<file path="src/rtl/aes_loopback_ctrl.sv">
// rtl/aes_loopback_ctrl.sv - block FIFO feeding an external AES core with encrypt, decrypt and self-checking loopback modes
module aes_loopback_ctrl #(
    parameter int DATA_W  = 128,
    parameter int DEPTH   = 4,
    parameter int TIMEOUT = 64
) (
    input  logic                         clk,
    input  logic                         rst,
    input  logic [1:0]                   mode,
    input  logic [DATA_W-1:0]            keyin,
    input  logic                         in_valid,
    input  logic [DATA_W-1:0]            in_data,
    output logic                         in_ready,
    output logic                         core_start,
    output logic                         core_sel,
    output logic [DATA_W-1:0]            core_key,
    output logic [DATA_W-1:0]            core_data,
    input  logic                         core_done,
    input  logic [DATA_W-1:0]            core_result,
    output logic                         out_valid,
    output logic [DATA_W-1:0]            out_data,
    input  logic                         out_ready,
    output logic                         mismatch,
    output logic [7:0]                   err_count,
    output logic [$clog2(DEPTH):0]       fifo_count
);

    localparam int AW = $clog2(DEPTH);
    localparam int CW = AW + 1;
    localparam int TW = $clog2(TIMEOUT + 1);
    localparam logic [TW-1:0] WAIT_MAX = TW'(TIMEOUT - 1);

    typedef enum logic [2:0] {
        IDLE,
        START1,
        WAIT1,
        START2,
        WAIT2,
        OUT,
        ERR
    } state_t;

    state_t             state_q, state_d;
    logic [AW-1:0]      wr_ptr_q, wr_ptr_d;
    logic [AW-1:0]      rd_ptr_q, rd_ptr_d;
    logic [CW-1:0]      count_q, count_d;
    logic               rdy_q, rdy_d;
    logic               loop_q, loop_d;
    logic               dec_q, dec_d;
    logic [DATA_W-1:0]  key_q, key_d;
    logic [DATA_W-1:0]  pt_q, pt_d;
    logic [DATA_W-1:0]  res_q, res_d;
    logic [TW-1:0]      wait_q, wait_d;
    logic               mismatch_q, mismatch_d;
    logic [7:0]         err_q, err_d;
    logic [DATA_W-1:0]  mem_q [DEPTH];

    logic push;
    logic pop;

    function automatic logic [7:0] sat_inc(input logic [7:0] v);
        return (v == 8'hFF) ? v : v + 8'd1;
    endfunction

    // rdy_q keeps in_ready low during reset and lets it rise on the first edge after release
    assign in_ready   = rdy_q && (count_q < CW'(DEPTH));
    assign push       = in_valid && in_ready;
    assign pop        = (state_q == IDLE) && (count_q != '0);

    assign fifo_count = count_q;
    assign core_key   = key_q;
    assign core_sel   = ((state_q == START2) || (state_q == WAIT2)) ? 1'b1 : dec_q;
    assign core_data  = (state_q == START2) ? res_q : pt_q;
    assign out_data   = res_q;
    assign mismatch   = mismatch_q;
    assign err_count  = err_q;

    always_comb begin
        state_d    = state_q;
        wr_ptr_d   = wr_ptr_q;
        rd_ptr_d   = rd_ptr_q;
        count_d    = count_q;
        rdy_d      = 1'b1;
        loop_d     = loop_q;
        dec_d      = dec_q;
        key_d      = key_q;
        pt_d       = pt_q;
        res_d      = res_q;
        wait_d     = wait_q;
        mismatch_d = mismatch_q;
        err_d      = err_q;
        core_start = 1'b0;
        out_valid  = 1'b0;

        if (push) begin
            wr_ptr_d = wr_ptr_q + AW'(1);
        end
        if (pop) begin
            rd_ptr_d = rd_ptr_q + AW'(1);
        end
        case ({push, pop})
            2'b10:   count_d = count_q + CW'(1);
            2'b01:   count_d = count_q - CW'(1);
            default: count_d = count_q;
        endcase

        case (state_q)
            IDLE: begin
                if (pop) begin
                    pt_d    = mem_q[rd_ptr_q];
                    key_d   = keyin;
                    dec_d   = (mode == 2'b01);
                    loop_d  = mode[1];
                    state_d = START1;
                end
            end
            START1: begin
                core_start = 1'b1;
                wait_d     = '0;
                state_d    = WAIT1;
            end
            WAIT1: begin
                if (core_done) begin
                    res_d   = core_result;
                    state_d = loop_q ? START2 : OUT;
                end else if (wait_q == WAIT_MAX) begin
                    err_d   = sat_inc(err_q);
                    state_d = ERR;
                end else begin
                    wait_d = wait_q + TW'(1);
                end
            end
            START2: begin
                core_start = 1'b1;
                wait_d     = '0;
                state_d    = WAIT2;
            end
            WAIT2: begin
                if (core_done) begin
                    res_d = core_result;
                    if (core_result != pt_q) begin
                        mismatch_d = 1'b1;
                        err_d      = sat_inc(err_q);
                    end
                    state_d = OUT;
                end else if (wait_q == WAIT_MAX) begin
                    err_d   = sat_inc(err_q);
                    state_d = ERR;
                end else begin
                    wait_d = wait_q + TW'(1);
                end
            end
            OUT: begin
                out_valid = 1'b1;
                if (out_ready) begin
                    state_d = IDLE;
                end
            end
            ERR: begin
                state_d = IDLE;
            end
            default: begin
                state_d = IDLE;
            end
        endcase
    end

    always_ff @(posedge clk or negedge rst) begin
        if (!rst) begin
            state_q    <= IDLE;
            wr_ptr_q   <= '0;
            rd_ptr_q   <= '0;
            count_q    <= '0;
            rdy_q      <= 1'b0;
            loop_q     <= 1'b0;
            dec_q      <= 1'b0;
            key_q      <= '0;
            pt_q       <= '0;
            res_q      <= '0;
            wait_q     <= '0;
            mismatch_q <= 1'b0;
            err_q      <= '0;
        end else begin
            state_q    <= state_d;
            wr_ptr_q   <= wr_ptr_d;
            rd_ptr_q   <= rd_ptr_d;
            count_q    <= count_d;
            rdy_q      <= rdy_d;
            loop_q     <= loop_d;
            dec_q      <= dec_d;
            key_q      <= key_d;
            pt_q       <= pt_d;
            res_q      <= res_d;
            wait_q     <= wait_d;
            mismatch_q <= mismatch_d;
            err_q      <= err_d;
        end
    end

    // Storage needs no reset: occupancy is tracked entirely by the pointers and count
    always_ff @(posedge clk) begin
        if (push) begin
            mem_q[wr_ptr_q] <= in_data;
        end
    end

endmodule

</file>
<file path="config.mk">
export PLATFORM = sky130hd
export DESIGN_NAME = aes_loopback_ctrl
export DESIGN_NICKNAME = d
export VERILOG_FILES = /design/src/rtl/aes_loopback_ctrl.sv
export SDC_FILE = /design/constraint.sdc
export NUM_CORES = 1
export LEC_CHECK = 0
export ABC_AREA = 0
export BUFFER_PORTS_ARGS = -buffer_cell sky130_fd_sc_hd__buf_2
export CAP_MARGIN = 25
export CORE_AREA = 3 3 304 306
export DETAILED_ROUTE_END_ITERATION = 7
export DIE_AREA = 0 0 307 309
export GPL_TIMING_DRIVEN = 0
export PLACE_DENSITY_LB_ADDON = 0.08
export SYNTH_ARGS = -nofsm -noshare
export SYNTH_HDL_FRONTEND = slang
export SYNTH_SLANG_ARGS = --single-unit
</file>
<file path="constraint.sdc">
create_clock -name clk -period 7 [get_ports clk]
set_input_delay 1.05 -clock clk [delete_from_list [all_inputs] [get_ports clk]]
set_output_delay 1.05 -clock clk [all_outputs]
set_load 0.01 [all_outputs]
</file>
# == Word-level counts from Yosys, hierarchy flattened ==
# Memories as Yosys holds them, arrays and structs flattened. A register that Yosys moved wholly into a read port is not among the register bits.
# Index checks and enable logic that the tools add are counted.
# Widths: inputs -> output; s select.
# totals
reg_bits,285
mem_bits_rw,512
in_bits,391
word_cells,78
memories,1
# mem_list
name,depth,width,rd,rd_ports_with_merged_regs,wr,line_no,rtl
mem_q,4,128,1,1,1,56,logic [DATA_W-1:0] mem_q [DEPTH];
# classes
add_sub_neg,6
magnitude_cmp,1
eq_ne,17
mux,23
reduce_logical,18
# op_table
cell,n
$mux 128,1
$ne 128x128->1,1
$mux 8,5
$mux 3,6
$pmux 3 s6,1
$pmux 8 s2,1
$mux 7,2
$pmux 7 s2,1
$ne 2x2->1 const B,5
$reduce_and 3->1,3
$add 8x1->8 const B,1
$eq 8x8->1 const B,1
$add 7x1->7 const B,1
$eq 7x6->1 const B,1
$eq 3x2->1 const B,2
$eq 3x3->1 const B,2
$pmux 3 s2,1
$reduce_and 2->1,3
$reduce_bool 2->1,3
$mux 1,5
$add 2x1->2 const B,2
$eq 2x1->1 const B,2
$reduce_or 2->1,2
$add 3x1->3 const B,1
other kinds (10),12

# == Logic depth before layout (Yosys ltp) ==
# depth
ltp_word,5
mapped_depth,11
mapped_depth_nobuf,9

# == Worst setup path after synthesis ==
# No wires, ideal clock.
# synth_path
path_kind,input to register
startpoint,input in_valid
endpoint,"memory mem_q[0][0], enable pin"
setup_ps,503
t_arrival_ps,4031
t_required_ps,6497
slack_ps,2465
path_stages,1
path_buffers,0
cell_sequence,and3_1
# synth_between
elab_chain_cells,3
# synth_lines
element,line_no,rtl
from (decl),11,"input logic in_valid,"
$logic_and 1x1->1,67,assign push = in_valid && in_ready;
$mux 1,202,if (push) begin
$mux 1 (implied by the code),203,mem_q[wr_ptr_q] <= in_data;
to (decl),56,
# No other way between the ends.

# == Final worst setup path ==
# layout_path
startpoint,register state_q[2]
endpoint,output core_data[39]
# layout_between
elab_chain_cells,2
# layout_lines
element,line_no,rtl
from (decl),43,"state_t state_q, state_d;"
from (signal assigned),184,state_q <= state_d;
$eq 3x2->1,73,assign core_data = (state_q == START2) ? res_q : pt_q;
$mux 128,73,
to (decl),17,"output logic [DATA_W-1:0] core_data,"
# No other way between the ends.

==> impl_metrics.py <==
metrics = {
    "status": {
        "outcome": "completed",
    },
    "synthesis": {
        "synth_cell_type_count": 47,
        "syn-num-nets": 2372,
        "synth-seq-cells": 925,
        "ys_seq_area_share_pct": 69.2,
        "synth_top_area_share_pct": 41.4,
        "synth_flop_cell": "edfxtp_1",
        "async_flop_share_pct": 44.6,
        "synthTopCellsByCount": "mux2_2, edfxtp_1, dfrtp_1, xor2_1, mux4_2",
        "ys_warn_count": 0,
        "synth.area.top_cells": "edfxtp_1, dfrtp_1, mux2_2, mux4_2, xor2_1",
        "yosys.area.top_type": "edfxtp_1",
        "postSynthAreaPerCell_sq_um": 18.8,
        "synth_edf_count": 512,
        "syn_area_sq_um": 37100,
        "synth_most_common_cell": "mux2_2",
        "netlist_instances": 1973,
    },
    "routing": {
        "drt-total-wl_um": 117000,
        "drt_iter0_markers": 1480,
        "first_pass_iters": 5,
        "wl_per_cell_um": 28.1,
        "dr_total_vias": 21800,
        "vias_per_cell": 5.24,
        "postRouteAntennaNets": 0,
        "drc": 0,
    },
    "setup_path": {
        "cp-endpoint": "core_data[39]",
        "r2r_slack_ns": 3.37,
        "critPathRequiredTime_ns": 5.95,
        "r2r-start": "state_q[0]",
        "cp-start-kind": "register",
        "startpoint": "state_q[2]",
        "path_max_fanout": 10,
        "arrival_ns": 3.22,
        "critical_path_class": "register to primary output",
        "timing.rr.end": "fifo_count[2]",
        "setup.worst_path.end_class": "primary output",
        "reg2reg_depth": 11,
    },
    "timing": {
        "hold_slack_ns": 0.479,
        "tightest_slew_ns": 1.06,
        "skew_ns": 0.0165,
        "setup_viol_count_final": 0,
        "fin_crit_sh_pct": 61.0,
        "post-route-min-period_ns": 4.27,
        "slew_headroom_pct": 28.9,
        "fmax_ghz": 0.234,
        "rsz0062_at_grt": "false",
        "slew_viol_final": 0,
        "finalHoldViolCount": 0,
    },
    "place": {
        "portBuffers": 790,
        "gp_congestion": 0.840,
        "dpl.cell_count": 3958,
        "dp_hpwl_um": 87900,
    },
    "clock_tree": {
        "cts_setup_buffers": 0,
        "clock-root-buffer": "clkbuf_16",
        "cts_buffer_depth": 3,
        "cts_tree": "yes",
        "worstSkewPairLatency_ns": 0.65,
        "cts_buffers": 100,
        "htree_levels": 3,
        "clkTransAtPathRegs_ns": 0.06,
        "ctsResizeCount": 0,
        "clock_sinks": 925,
        "ctsHoldBuffers": 0,
    },
    "flow_run": {
        "maxCapViolCount": 0,
    },
    "cells_and_area": {
        "fin_util_pct": 51.7,
        "layout.cells.non_filler": 4169,
        "fillers": 7582,
        "final_layout_size_suffix_gt1_share_pct": 56.5,
        "final_nets": 3284,
        "seqCellArea_sq_um": 25700,
        "multi_input_area_sq_um": 11000,
        "syn2layout_area_growth_pct": 25.2,
    },
    "hold_path": {
        "min-delay-path-class": "primary input to asynchronous set/reset pin",
    },
    "global_route": {
        "grt_max_degree": 111,
        "grt_overflow_total": 0,
        "track_usage_pct": 24.3,
        "antenna_found_initial": 48,
        "grt_pass1_wl_um": 165000,
        "grt_pass1_vias": 23000,
    },
    "die": {
        "die_w_um": 307,
        "dieHeight_um": 309,
        "start_util_pct": 41.3,
        "dieArea_sq_um": 94900,
        "ios": 791,
        "rows": 110,
        "coreArea_sq_um": 89900,
    },
    "pwr": {
        "powerDensity_nw_per_um2": 478,
        "p_leak_nw": 18.6,
        "ir_drop_uv": 298,
        "p_total_mw": 22.2,
    },
}
==> cell usage in the layout, fill, tap and decap left out, drive strengths merged, types with 2 or more instances in the layout <==
master	n
a21oi	11
a32oi	2
and3	9
buf	877
bufinv	14
clkbuf	160
clkinv	40
dfrtp	413
diode	22
edfxtp	512
ha	7
inv	11
mux2	518
mux2i	3
mux4	128
nand2	16
nand2b	3
nand3	6
nand4	10
nor2	9
nor2b	5
nor3	4
nor3b	4
nor4	36
o211ai	6
o21ai	10
o22ai	3
xnor2	6
xor2	132
==> registers in the layout (all words and copies together) (netlist names), 2 cells and up <==
name and cells:
out_data 128, wait_q 7, mem_q 512, err_count 8, rd_ptr_q 2, wr_ptr_q 2
core_key 128, pt_q 128, state_q 3, fifo_count 3
==> power breakdown <==
| part | internal (mW) | switching [mW] | leakage, nW | total, mW |
|---|---|---|---|---|
| clock network | 3.32 | 2.13 | 1.69 | 5.45 |
| registers | 7.25 | 1.09 | 9.51 | 8.35 |
| logic | 4.03 | 4.42 | 7.42 | 8.45 |
| total | 14.6 | 7.64 | 18.6 | 22.2 |
==> worst min path at each step <==
stage            startpoint             to  slack [ns]  depth (start not counted)
6_report                rst  core_key[107]        0.48                          1
5_1_grt        core_key[25]   core_key[25]        0.51                          1
4_1_cts                 rst   core_key[72]        0.49                          1
3_5_place_dp       mismatch       mismatch        0.48                          1
3_3_place_gp       mismatch       mismatch        0.47                          1
2_1_floorplan        loop_q         loop_q        0.48                          1
==> routing by layer <==
layer | part of all wire [%] | vias up | routed length (um) | track usage [%]
li1 | - | 9474 | - | -
met1 | 38 | 11400 | 44900 | 29.4
met2 | 51 | 745 | 60300 | 42.4
met3 | 7.0 | 185 | 8210 | 6.47
met4 | 3.2 | 30 | 3740 | 8.45
met5 | 0.18 | - | 207 | 0
==> stage by stage <==
stage	setup slack [ns]	setup TNS [ns]	cell area (sq um)
final	2.73	0	46500
after CTS	2.63	0	46400
after global placement	-4.41	-2118.86	42600
after detailed placement	3.01	0	43000
after floorplan	2.47	0	37100
after global routing	2.58	0	46500
==> layout make-up <==
type                    count  area share [%]
clock buffers             132            6.02
repair buffers            810            9.43
plain buffers              95           0.945
flip-flops and latches    925            55.3
clock inverters            56            1.33
inverters                  10          0.0807
diodes                     22           0.118
well taps                1176            3.16
multi-input cells         943            23.6
==> cells by family after synthesis <==
| logic type | after synthesis | synth area share (%) |
|---|---|---|
| muxes | 649 | 23.5 |
| and+or+nand+nor | 106 | 1.64 |
| buffers and inverters | 105 | 1.28 |
| adders and majority gates | 8 | 0.290 |
| AOI/OAI and AO/OA | 41 | 0.761 |
| DFF | 925 | 69.2 |
| xor gates and xnor gates | 138 | 3.25 |
| other | 1 | 0.0101 |
==> critical path, stage by stage, from the launching register on <==
cell	delay [ns]
dfrtp_1	0.45
nor2b_1	0.46
nand2_1	0.16
clkbuf_2	0.51
buf_2	0.45
mux2_2	0.37
buf_2	0.15
Note: power is estimated with default switching activity, not from simulation.
